File: config.mk
export PLATFORM = sky130hd
export DESIGN_NAME = pipe_ctrl
export DESIGN_NICKNAME = d
export VERILOG_FILES = /design/src/rtl/pipe_ctrl_pkg.sv /design/src/rtl/pipe_ctrl_hazard_detect.sv /design/src/rtl/pipe_ctrl.sv
export SDC_FILE = /design/constraint.sdc
export NUM_CORES = 1
export LEC_CHECK = 0
export ABC_AREA = 1
export CAP_MARGIN = 40
export CORE_AREA = 2 2 78 80
export CTS_BUF_LIST = sky130_fd_sc_hd__clkbuf_16
export DETAILED_ROUTE_END_ITERATION = 12
export DIE_AREA = 0 0 80 82
export PLACE_DENSITY = 0.79
export SLEW_MARGIN = 20
export SYNTH_ARGS = -nofsm -noshare
export SYNTH_HDL_FRONTEND = slang
export SYNTH_HIERARCHICAL = 1
export SYNTH_SLANG_ARGS = --single-unit
export TNS_END_PERCENT = 50
File: constraint.sdc
create_clock -name clk_100MHz -period 2.1 [get_ports clk_100MHz]
set_input_delay 0.525 -clock clk_100MHz [delete_from_list [all_inputs] [get_ports clk_100MHz]]
set_output_delay 0.525 -clock clk_100MHz [all_outputs]
set_load 0.03 [all_outputs]
File: src/rtl/pipe_ctrl_pkg.sv
// pipe_ctrl_pkg: shared constants for the pipeline hold/flush scheduler.
//   - pipe_state_e : FSM state encodings (PIPE_RUN, PIPE_MEM_WAIT, PIPE_DIV_WAIT)
//   - HOLD_ENABLE / HOLD_DISABLE, FLUSH_ENABLE / FLUSH_DISABLE : control levels
//   - reg_match()  : source-register versus destination-register compare
package pipe_ctrl_pkg;

  localparam int unsigned REG_ADDR_W = 5;

  typedef enum logic [1:0] {
    PIPE_RUN      = 2'd0,
    PIPE_MEM_WAIT = 2'd1,
    PIPE_DIV_WAIT = 2'd2
  } pipe_state_e;

  localparam logic HOLD_ENABLE   = 1'b1;
  localparam logic HOLD_DISABLE  = 1'b0;
  localparam logic FLUSH_ENABLE  = 1'b1;
  localparam logic FLUSH_DISABLE = 1'b0;

  // A source only conflicts when the instruction actually reads it.
  function automatic logic reg_match(input logic                  used,
                                     input logic [REG_ADDR_W-1:0] src,
                                     input logic [REG_ADDR_W-1:0] dst);
    return used && (src == dst);
  endfunction

endpackage

File: src/rtl/pipe_ctrl_hazard_detect.sv
// hazard_detect: combinational load-use detector.
// Ports:
//   id_rs1_addr/id_rs2_addr : source registers of the ID instruction
//   id_rs1_used/id_rs2_used : ID instruction reads that source
//   ex_load                 : EX instruction is a load
//   ex_reg_w_addr           : destination register of the EX instruction
//   load_use                : ID needs the load result one cycle too early
module hazard_detect
  import pipe_ctrl_pkg::*;
(
  input  logic [REG_ADDR_W-1:0] id_rs1_addr,
  input  logic [REG_ADDR_W-1:0] id_rs2_addr,
  input  logic                  id_rs1_used,
  input  logic                  id_rs2_used,
  input  logic                  ex_load,
  input  logic [REG_ADDR_W-1:0] ex_reg_w_addr,
  output logic                  load_use
);

  // x0 is hardwired to zero, so a load targeting it never creates a dependency.
  assign load_use = ex_load && (ex_reg_w_addr != '0) &&
                    (reg_match(id_rs1_used, id_rs1_addr, ex_reg_w_addr) ||
                     reg_match(id_rs2_used, id_rs2_addr, ex_reg_w_addr));

endmodule

File: src/rtl/pipe_ctrl.sv
// pipe_ctrl: central hold/flush scheduler for the 5-stage RV32 pipeline.
// Ports:
//   clk_100MHz, arst_n            : clock, asynchronous active-low reset
//   id_rs*_addr, id_rs*_used      : ID-stage source operands
//   ex_load, ex_reg_w_addr        : EX-stage load and its destination
//   ex_jump                       : taken jump/branch resolved in EX
//   mem_req, mem_ready            : data-memory access handshake
//   div_start, div_done           : iterative divider handshake
//   hold_*                        : freeze PC / pipeline registers (combinational)
//   flush_*                       : load a bubble into pipeline registers (combinational)
//   mem_timeout                   : one-cycle pulse after an aborted memory access
//   stall_cnt                     : saturating count of cycles with hold_pc=1
//
// state         | meaning
// --------------+-----------------------------------------------------------
// PIPE_RUN      | normal flow; jump and load-use handled here
// PIPE_MEM_WAIT | data access outstanding, watchdog wait_cnt running
// PIPE_DIV_WAIT | divider busy; a memory stall may override outputs
module pipe_ctrl
  import pipe_ctrl_pkg::*;
#(
  parameter int unsigned MEM_TIMEOUT = 16,
  parameter int unsigned CNT_W       = 32
) (
  input  logic                  clk_100MHz,
  input  logic                  arst_n,
  input  logic [REG_ADDR_W-1:0] id_rs1_addr,
  input  logic [REG_ADDR_W-1:0] id_rs2_addr,
  input  logic                  id_rs1_used,
  input  logic                  id_rs2_used,
  input  logic                  ex_load,
  input  logic [REG_ADDR_W-1:0] ex_reg_w_addr,
  input  logic                  ex_jump,
  input  logic                  mem_req,
  input  logic                  mem_ready,
  input  logic                  div_start,
  input  logic                  div_done,
  output logic                  hold_pc,
  output logic                  hold_if_id,
  output logic                  hold_id_ex,
  output logic                  hold_ex_mem,
  output logic                  flush_if_id,
  output logic                  flush_id_ex,
  output logic                  flush_ex_mem,
  output logic                  flush_mem_wb,
  output logic                  mem_timeout,
  output logic [CNT_W-1:0]      stall_cnt
);

  localparam int unsigned WC_W = (MEM_TIMEOUT > 2) ? $clog2(MEM_TIMEOUT) : 1;
  localparam logic [WC_W-1:0] WC_LAST = WC_W'(MEM_TIMEOUT - 1);

  pipe_state_e        state_q, state_d;
  logic [WC_W-1:0]    wait_cnt_q, wait_cnt_d;
  logic               mem_timeout_q, mem_timeout_d;
  logic [CNT_W-1:0]   stall_cnt_q, stall_cnt_d;

  logic load_use;
  logic mem_stall;
  logic div_stall;

  hazard_detect u_hazard_detect (
    .id_rs1_addr   (id_rs1_addr),
    .id_rs2_addr   (id_rs2_addr),
    .id_rs1_used   (id_rs1_used),
    .id_rs2_used   (id_rs2_used),
    .ex_load       (ex_load),
    .ex_reg_w_addr (ex_reg_w_addr),
    .load_use      (load_use)
  );

  assign mem_stall = mem_req && !mem_ready;
  assign div_stall = div_start && !div_done;

  always_comb begin
    state_d       = state_q;
    wait_cnt_d    = wait_cnt_q;
    mem_timeout_d = 1'b0;
    hold_pc       = HOLD_DISABLE;
    hold_if_id    = HOLD_DISABLE;
    hold_id_ex    = HOLD_DISABLE;
    hold_ex_mem   = HOLD_DISABLE;
    flush_if_id   = FLUSH_DISABLE;
    flush_id_ex   = FLUSH_DISABLE;
    flush_ex_mem  = FLUSH_DISABLE;
    flush_mem_wb  = FLUSH_DISABLE;

    unique case (state_q)
      PIPE_RUN: begin
        wait_cnt_d = '0;
        if (mem_stall) begin
          hold_pc      = HOLD_ENABLE;
          hold_if_id   = HOLD_ENABLE;
          hold_id_ex   = HOLD_ENABLE;
          hold_ex_mem  = HOLD_ENABLE;
          flush_mem_wb = FLUSH_ENABLE;
          state_d      = PIPE_MEM_WAIT;
        end else if (div_stall) begin
          hold_pc      = HOLD_ENABLE;
          hold_if_id   = HOLD_ENABLE;
          hold_id_ex   = HOLD_ENABLE;
          flush_ex_mem = FLUSH_ENABLE;
          state_d      = PIPE_DIV_WAIT;
        end else if (ex_jump) begin
          // A jump also cancels any load-use stall: the dependent instruction is flushed.
          flush_if_id  = FLUSH_ENABLE;
          flush_id_ex  = FLUSH_ENABLE;
        end else if (load_use) begin
          hold_pc      = HOLD_ENABLE;
          hold_if_id   = HOLD_ENABLE;
          flush_id_ex  = FLUSH_ENABLE;
        end
      end

      PIPE_MEM_WAIT: begin
        if (mem_ready) begin
          state_d    = PIPE_RUN;
          wait_cnt_d = '0;
        end else if (wait_cnt_q == WC_LAST) begin
          // Abort: release the pipe and bubble MEM/WB so the access writes nothing.
          flush_mem_wb  = FLUSH_ENABLE;
          state_d       = PIPE_RUN;
          wait_cnt_d    = '0;
          mem_timeout_d = 1'b1;
        end else begin
          hold_pc      = HOLD_ENABLE;
          hold_if_id   = HOLD_ENABLE;
          hold_id_ex   = HOLD_ENABLE;
          hold_ex_mem  = HOLD_ENABLE;
          flush_mem_wb = FLUSH_ENABLE;
          wait_cnt_d   = wait_cnt_q + WC_W'(1);
        end
      end

      PIPE_DIV_WAIT: begin
        // A memory stall borrows the outputs without leaving the divider wait.
        if (mem_stall) begin
          hold_pc      = HOLD_ENABLE;
          hold_if_id   = HOLD_ENABLE;
          hold_id_ex   = HOLD_ENABLE;
          hold_ex_mem  = HOLD_ENABLE;
          flush_mem_wb = FLUSH_ENABLE;
        end else if (!div_done) begin
          hold_pc      = HOLD_ENABLE;
          hold_if_id   = HOLD_ENABLE;
          hold_id_ex   = HOLD_ENABLE;
          flush_ex_mem = FLUSH_ENABLE;
        end
        if (div_done) begin
          state_d = PIPE_RUN;
        end
      end

      default: begin
        state_d    = PIPE_RUN;
        wait_cnt_d = '0;
      end
    endcase

    stall_cnt_d = stall_cnt_q;
    if (hold_pc && (stall_cnt_q != '1)) begin
      stall_cnt_d = stall_cnt_q + CNT_W'(1);
    end
  end

  always_ff @(posedge clk_100MHz or negedge arst_n) begin
    if (!arst_n) begin
      state_q       <= PIPE_RUN;
      wait_cnt_q    <= '0;
      mem_timeout_q <= 1'b0;
      stall_cnt_q   <= '0;
    end else begin
      state_q       <= state_d;
      wait_cnt_q    <= wait_cnt_d;
      mem_timeout_q <= mem_timeout_d;
      stall_cnt_q   <= stall_cnt_d;
    end
  end

  assign mem_timeout = mem_timeout_q;
  assign stall_cnt   = stall_cnt_q;

endmodule

== Word level (Yosys, flattened, before mapping) ==
Cells that the tools add are included.
Word-level totals
  register bits after elaboration: 39
  bits of input ports: 25
Cells by class
  reduce and logical (&&, ||, !) cells: 14
  equal/unequal tests: 9
  add/sub/neg operators: 2
  multiplexer cells: 39
Operators by type and width (number)
  32-bit by 1-bit adder with 32-bit output, second input constant: 1
  32-bit inequality test, second input constant: 1
  1-bit two-way mux: 25
  5-bit == test: 2
  2-bit two-way mux: 5
  4-bit two-way mux: 2
  4-bit one-hot mux with 2 select lines: 1
  1-bit logical AND: 7
  3-bit inequality test, second input constant: 2
  1-bit one-hot mux with 2 select lines: 3
  1-bit one-hot mux with 3 select lines: 2
  2-bit one-hot mux with 3 select lines: 1
  5-bit nonzero test: 1
  4-bit by 1-bit adder with 4-bit output, second input constant: 1
  4-bit == test, second input constant: 1
  3-bit AND reduction: 1
  2-bit by 1-bit == test with 1-bit output, second input constant: 1
  2-bit == test, second input constant: 1
  1-bit zero test: 2
  2-bit zero test: 1
  2-bit inequality test, second input constant: 1
  2-bit OR reduction: 1
  1-bit logical OR: 1

== Depth between registers and ports, before layout ==
  depth in word-level cells: 10
  depth in mapped cells: 15
  gate-level depth less buffers: 14

== Cells and area by module ==
Netlist, hierarchy kept.
By module, submodules not included
  pipe_ctrl: times used 1, seq. area each 975.9 µm², area an instance 2605.0 µm², cells an instance 414
  hazard_detect: times used 1, seq. area each 0.0 µm², area an instance 216.5 µm², cells an instance 54

== Least setup slack after synthesis ==
Ideal clock, no wire load.
  path kind: input to output
  start: in ex_reg_w_addr[2]
  end: out hold_pc
  slack: 0.019 ns
  data arrival time: 1.556 ns
  stages: 10
  required time: 1.575 ns
  path through: inv_1 > nor2_1 > a21oi_1 > nand3_1 > a21oi_1 > inv_1 > nor2_1 > o21ai_1 > nand2_4 > buf_4
On the way
  word-level cells in the longest chain between the ends: 9
  elaborated cells between the ends (all ways): 13
  classes of those cells: eq/ne: 2; mux: 5; reduce/logical: 6
RTL lines
  from (decl): RTL line pipe_ctrl.sv:32  | input logic [REG_ADDR_W-1:0] ex_reg_w_addr,
  5-bit == test: RTL line pipe_ctrl_pkg.sv:24  | return used && (src == dst);
  1-bit logical AND: RTL line pipe_ctrl_pkg.sv:24
  1-bit logical OR: RTL line pipe_ctrl_hazard_detect.sv:22  | (reg_match(id_rs1_used, id_rs1_addr, ex_reg_w_addr) ||
  1-bit logical AND *: RTL line pipe_ctrl_hazard_detect.sv:21  | assign load_use = ex_load && (ex_reg_w_addr != '0) &&
  via load_use: RTL line pipe_ctrl.sv:58  | logic load_use;
  1-bit two-way mux * (4 in a row)
  1-bit one-hot mux with 3 select lines *
  to (decl): RTL line pipe_ctrl.sv:38  | output logic hold_pc,
Mark *: on every way through the listed nets, which the timed path passes. The rest lies on a longest branch.

== Worst setup path in the final report ==
  start: in ex_reg_w_addr[4]
  end: out flush_id_ex
On the way
  word-level cells in the longest chain between the ends: 9
  elaborated cells between the ends (all ways): 13
  classes of those cells: eq/ne: 2; mux: 5; reduce/logical: 6
RTL lines
  5-bit == test: RTL line pipe_ctrl_pkg.sv:24
  1-bit logical AND: RTL line pipe_ctrl_pkg.sv:24
  1-bit logical OR: RTL line pipe_ctrl_hazard_detect.sv:22
  1-bit logical AND *: RTL line pipe_ctrl_hazard_detect.sv:21
  via load_use: RTL line pipe_ctrl.sv:58
  1-bit two-way mux *: RTL line pipe_ctrl.sv:108  | end else if (load_use) begin
  1-bit two-way mux *: RTL line pipe_ctrl.sv:104  | end else if (ex_jump) begin
  1-bit two-way mux *: RTL line pipe_ctrl.sv:98  | end else if (div_stall) begin
  1-bit two-way mux *: RTL line pipe_ctrl.sv:91  | if (mem_stall) begin
  1-bit two-way mux *: RTL line pipe_ctrl.sv:88  | unique case (state_q)
  to (decl): RTL line pipe_ctrl.sv:43  | output logic flush_id_ex,
Marked as above.

==> impl_results.md <==
* Vias in the first global route at 2969
* PortBufs at 65
* Worst Path Arrival at 1600 ps
* Asr flop ratio synth at 100%
* Die Y-Extent at 82 um
* Clock sink count at 39
* Critical path buffers and inverters at 5
* Post-DRT Antenna Nets at 0
* Final setup violation count at 3
* Crit path launch type: input port
* Vias per cell at 4.92
* Final Core Density at 69.8%
* Flop-to-flop setup slack at 260 ps
* Num CTS Buffers at 5
* Cell internal pwr at 1.72 mW
* Most used DFF post-synth: dfrtp_1
* Worst slew pin tran at 460 ps
* RR Startpoint: stall_cnt[0]
* Post-route cell area at 0.00401 mm^2
* Area delta synth->final at 42.1%
* Post-DP HPWL at 5970 um
* #FFs+latches synth at 39
* Seq/Total Area, Yosys at 34.6%
* Unrepaired setup endpoints after global routing: true
* Failing checks: setup timing
* DRC Markers at 0
* Root buf cell: clkbuf_16
* Crit share post-route at 101%
* GRT overflow at 0
* Largest net degree at the start of global routing at 35
* Pwr/cell area at 651 mW/mm^2
* Gpl congestion at 0.919
* WP data required at 1570 ps
* Die area at 0.00656 mm^2
* Final setup margin at -29.4 ps
* Leading cell types by total area after synthesis: dfrtp_1 (35%), nand2_1 (31%), nor2_1 (9.0%)
* Slew Viols, Final at 0
* Cell area after placement at 0.00368 mm^2
* Diodes inserted at 0
* Wire per inst at 12.8 um
* Status: finished, violations left
* # rows at 28
* Share of cells above drive strength 1 at 17.9%
* Ports at 66
* Synth top cells by count: nand2_1 (234), nor2_1 (68), inv_1 (43), dfrtp_1 (39), nand3_1 (24)
* Reg2reg end: stall_cnt[26]
* Mapped Nets at 495
* Via count of the routed design at 3141
* YS warnings at 6
* Slew margin rel. at 69.3%
* Yosys cell types at 25
* Max-cap viol count at 0
* Drt first pass iters at 4
* Final WL at 8170 um
* Nets at 589
* Syn avg cell area at 6.03 um^2
* Global-route wire length before repair at 13300 um
* Hold_buf cts at 0
* Total negative setup slack at -85.7 ps
* Yosys top cell by area: dfrtp_1
* Initial antenna violation count at 0
* Clk slew on worst S/H paths at 60 ps
* Worst vdd ir at 551 uV
* Max Freq at 470 MHz
* Net load switching power at 0.887 mW
* Period minus WS final at 2130 ps
* Skew final at 2.85 ps
* Die Span X at 80 um
* Crit path cell chain: buf_8 -> inv_4 -> nand2_2 -> a21oi_2 -> nand3_1 -> a21oi_2 -> inv_2 -> buf_6 -> a21oi_4 -> buf_6
* EDFF count, synth at 0
* GRT Total Usage at 26.0%
* Crit Path Class: input port to output pin
* Placed cells at 621
* Most common cell in the netlist: nand2_1
* Cell family with most CP delay: buffers and inverters
* Clock Path Buffers at 2
* Worst setup EP type: output pin
* Initial Utilization at 49.1%
* Cells after Synth at 468
* Leak Pwr at 1.95 nW
* CP max-delay cell: a21oi_2
* Seq pwr share at 34.7%
* DR iter-0 viols at 139
* Post-synth top area share at 34.6%
* Later-pin clock latency in the skew report at 280 ps
* Switching share of power at 34.0%
* H-tree Lvls at 2
* CP max FO at 4
* Reg2reg path depth at 10
* Core Area at 0.00575 mm^2
* Post-route insts no fill at 638
* Min-Delay Path Class: input port to async pin
* Max incr delay on CP at 170 ps
* CTS tree: done
* Final hold vios at 0
* Post-Syn Area at 0.00282 mm^2
* Clock share of power at 32.3%
* Logic pwr share at 33.0%
==> worst max-delay path by stage <==
stage | to | cells past startpoint | startpoint | slack (ps)
floorplan | hold_pc | 10 | ex_reg_w_addr[2] | 20
global placement | hold_pc | 12 | ex_reg_w_addr[4] | -500
detailed placement | hold_pc | 12 | ex_reg_w_addr[0] | -560
CTS | hold_pc | 11 | ex_reg_w_addr[4] | -40
global route | hold_if_id | 12 | ex_reg_w_addr[3] | -110
finish | flush_id_ex | 10 | ex_reg_w_addr[4] | -30
==> worst register-to-register path, stage by stage (launching register included) <==
cell and delay, ps:
dfrtp_1 520, ha_1 250, inv_2 50, nor2_4 140, nand2_2 120, nor2_1 310, nand2_1 110, nand2_1 80
nand2_1 50, nand2_1 50, nand2_1 40
==> per-layer routing <==
layer	wire, um	track usage (%)	vias up
li1	-	-	1613
met1	3620	31.8	1428
met2	3990	46.4	84
met3	367	4.51	16
met4	191	8.64	0
met5	0	0	-
==> final cells by class <==
type	instances	area [um^2]
Tap cell	75	93.8
Sequential cell	39	976
Timing Repair Buffer	93	893
Fill cell	492	1740
Clock inverter	3	38.8
Multi-Input combinational cell	374	1690
Inverter	49	191
Clock buffer	5	125
==> stage by stage <==
step	hold slack (ps)	power, mW	worst slack [ps]
2_1_floorplan	229	1.36	19.4
3_5_place_dp	506	1.72	-556
6_report	190	2.61	-29.4
5_1_grt	226	2.74	-109
4_1_cts	204	2.60	-42.1
3_3_place_gp	500	1.70	-498
==> logic make-up (layout without fill, tap and decap cells) <==
group	count (synthesis)	after routing	synth area share, %
AOI/OAI and AO/OA	20	20	3.90
xor gates and xnor gates	12	12	3.73
adders and majority gates	2	2	0.887
buffers and inverters	55	150	8.47
DFF	39	39	34.6
muxes	1	1	0.355
and+or+nand+nor	339	339	48.1
==> power groups by stage <==
stage / Combinational, mW / Sequential [mW] / Clock, mW
floorplan: 0.380 / 0.976 / 0
global placement: 0.789 / 0.909 / 0
detailed placement: 0.808 / 0.912 / 0
CTS: 0.842 / 0.902 / 0.858
global route: 0.924 / 0.914 / 0.898
finish: 0.861 / 0.906 / 0.844
==> registers in the layout, indices dropped and copies added (netlist names) <==
| register | flops |
|---|---|
| state_q | 2 |
| wait_cnt_q | 4 |
| mem_timeout | 1 |
| stall_cnt | 32 |
==> layout by cell type, fill, tap and decap left out, drive strengths merged, types with 2 or more instances in the layout <==
cell type	n
nand2	241
nor2	71
buf	52
inv	49
dfrtp	39
clkdlybuf4s50	33
nand3	24
o21ai	14
xor2	6
xnor2	6
clkbuf	6
dlygate4sd2	3
dlymetal6s2s	3
a21oi	3
nand4	2
ha	2
clkinv	2
==> timing repair <==
item	CTS	global route
setup endpoints to repair	37	10
resized for setup	99	24
setup buffers	8	1
pin swaps	24	18
Note: power is estimated with default switching activity, not from simulation.
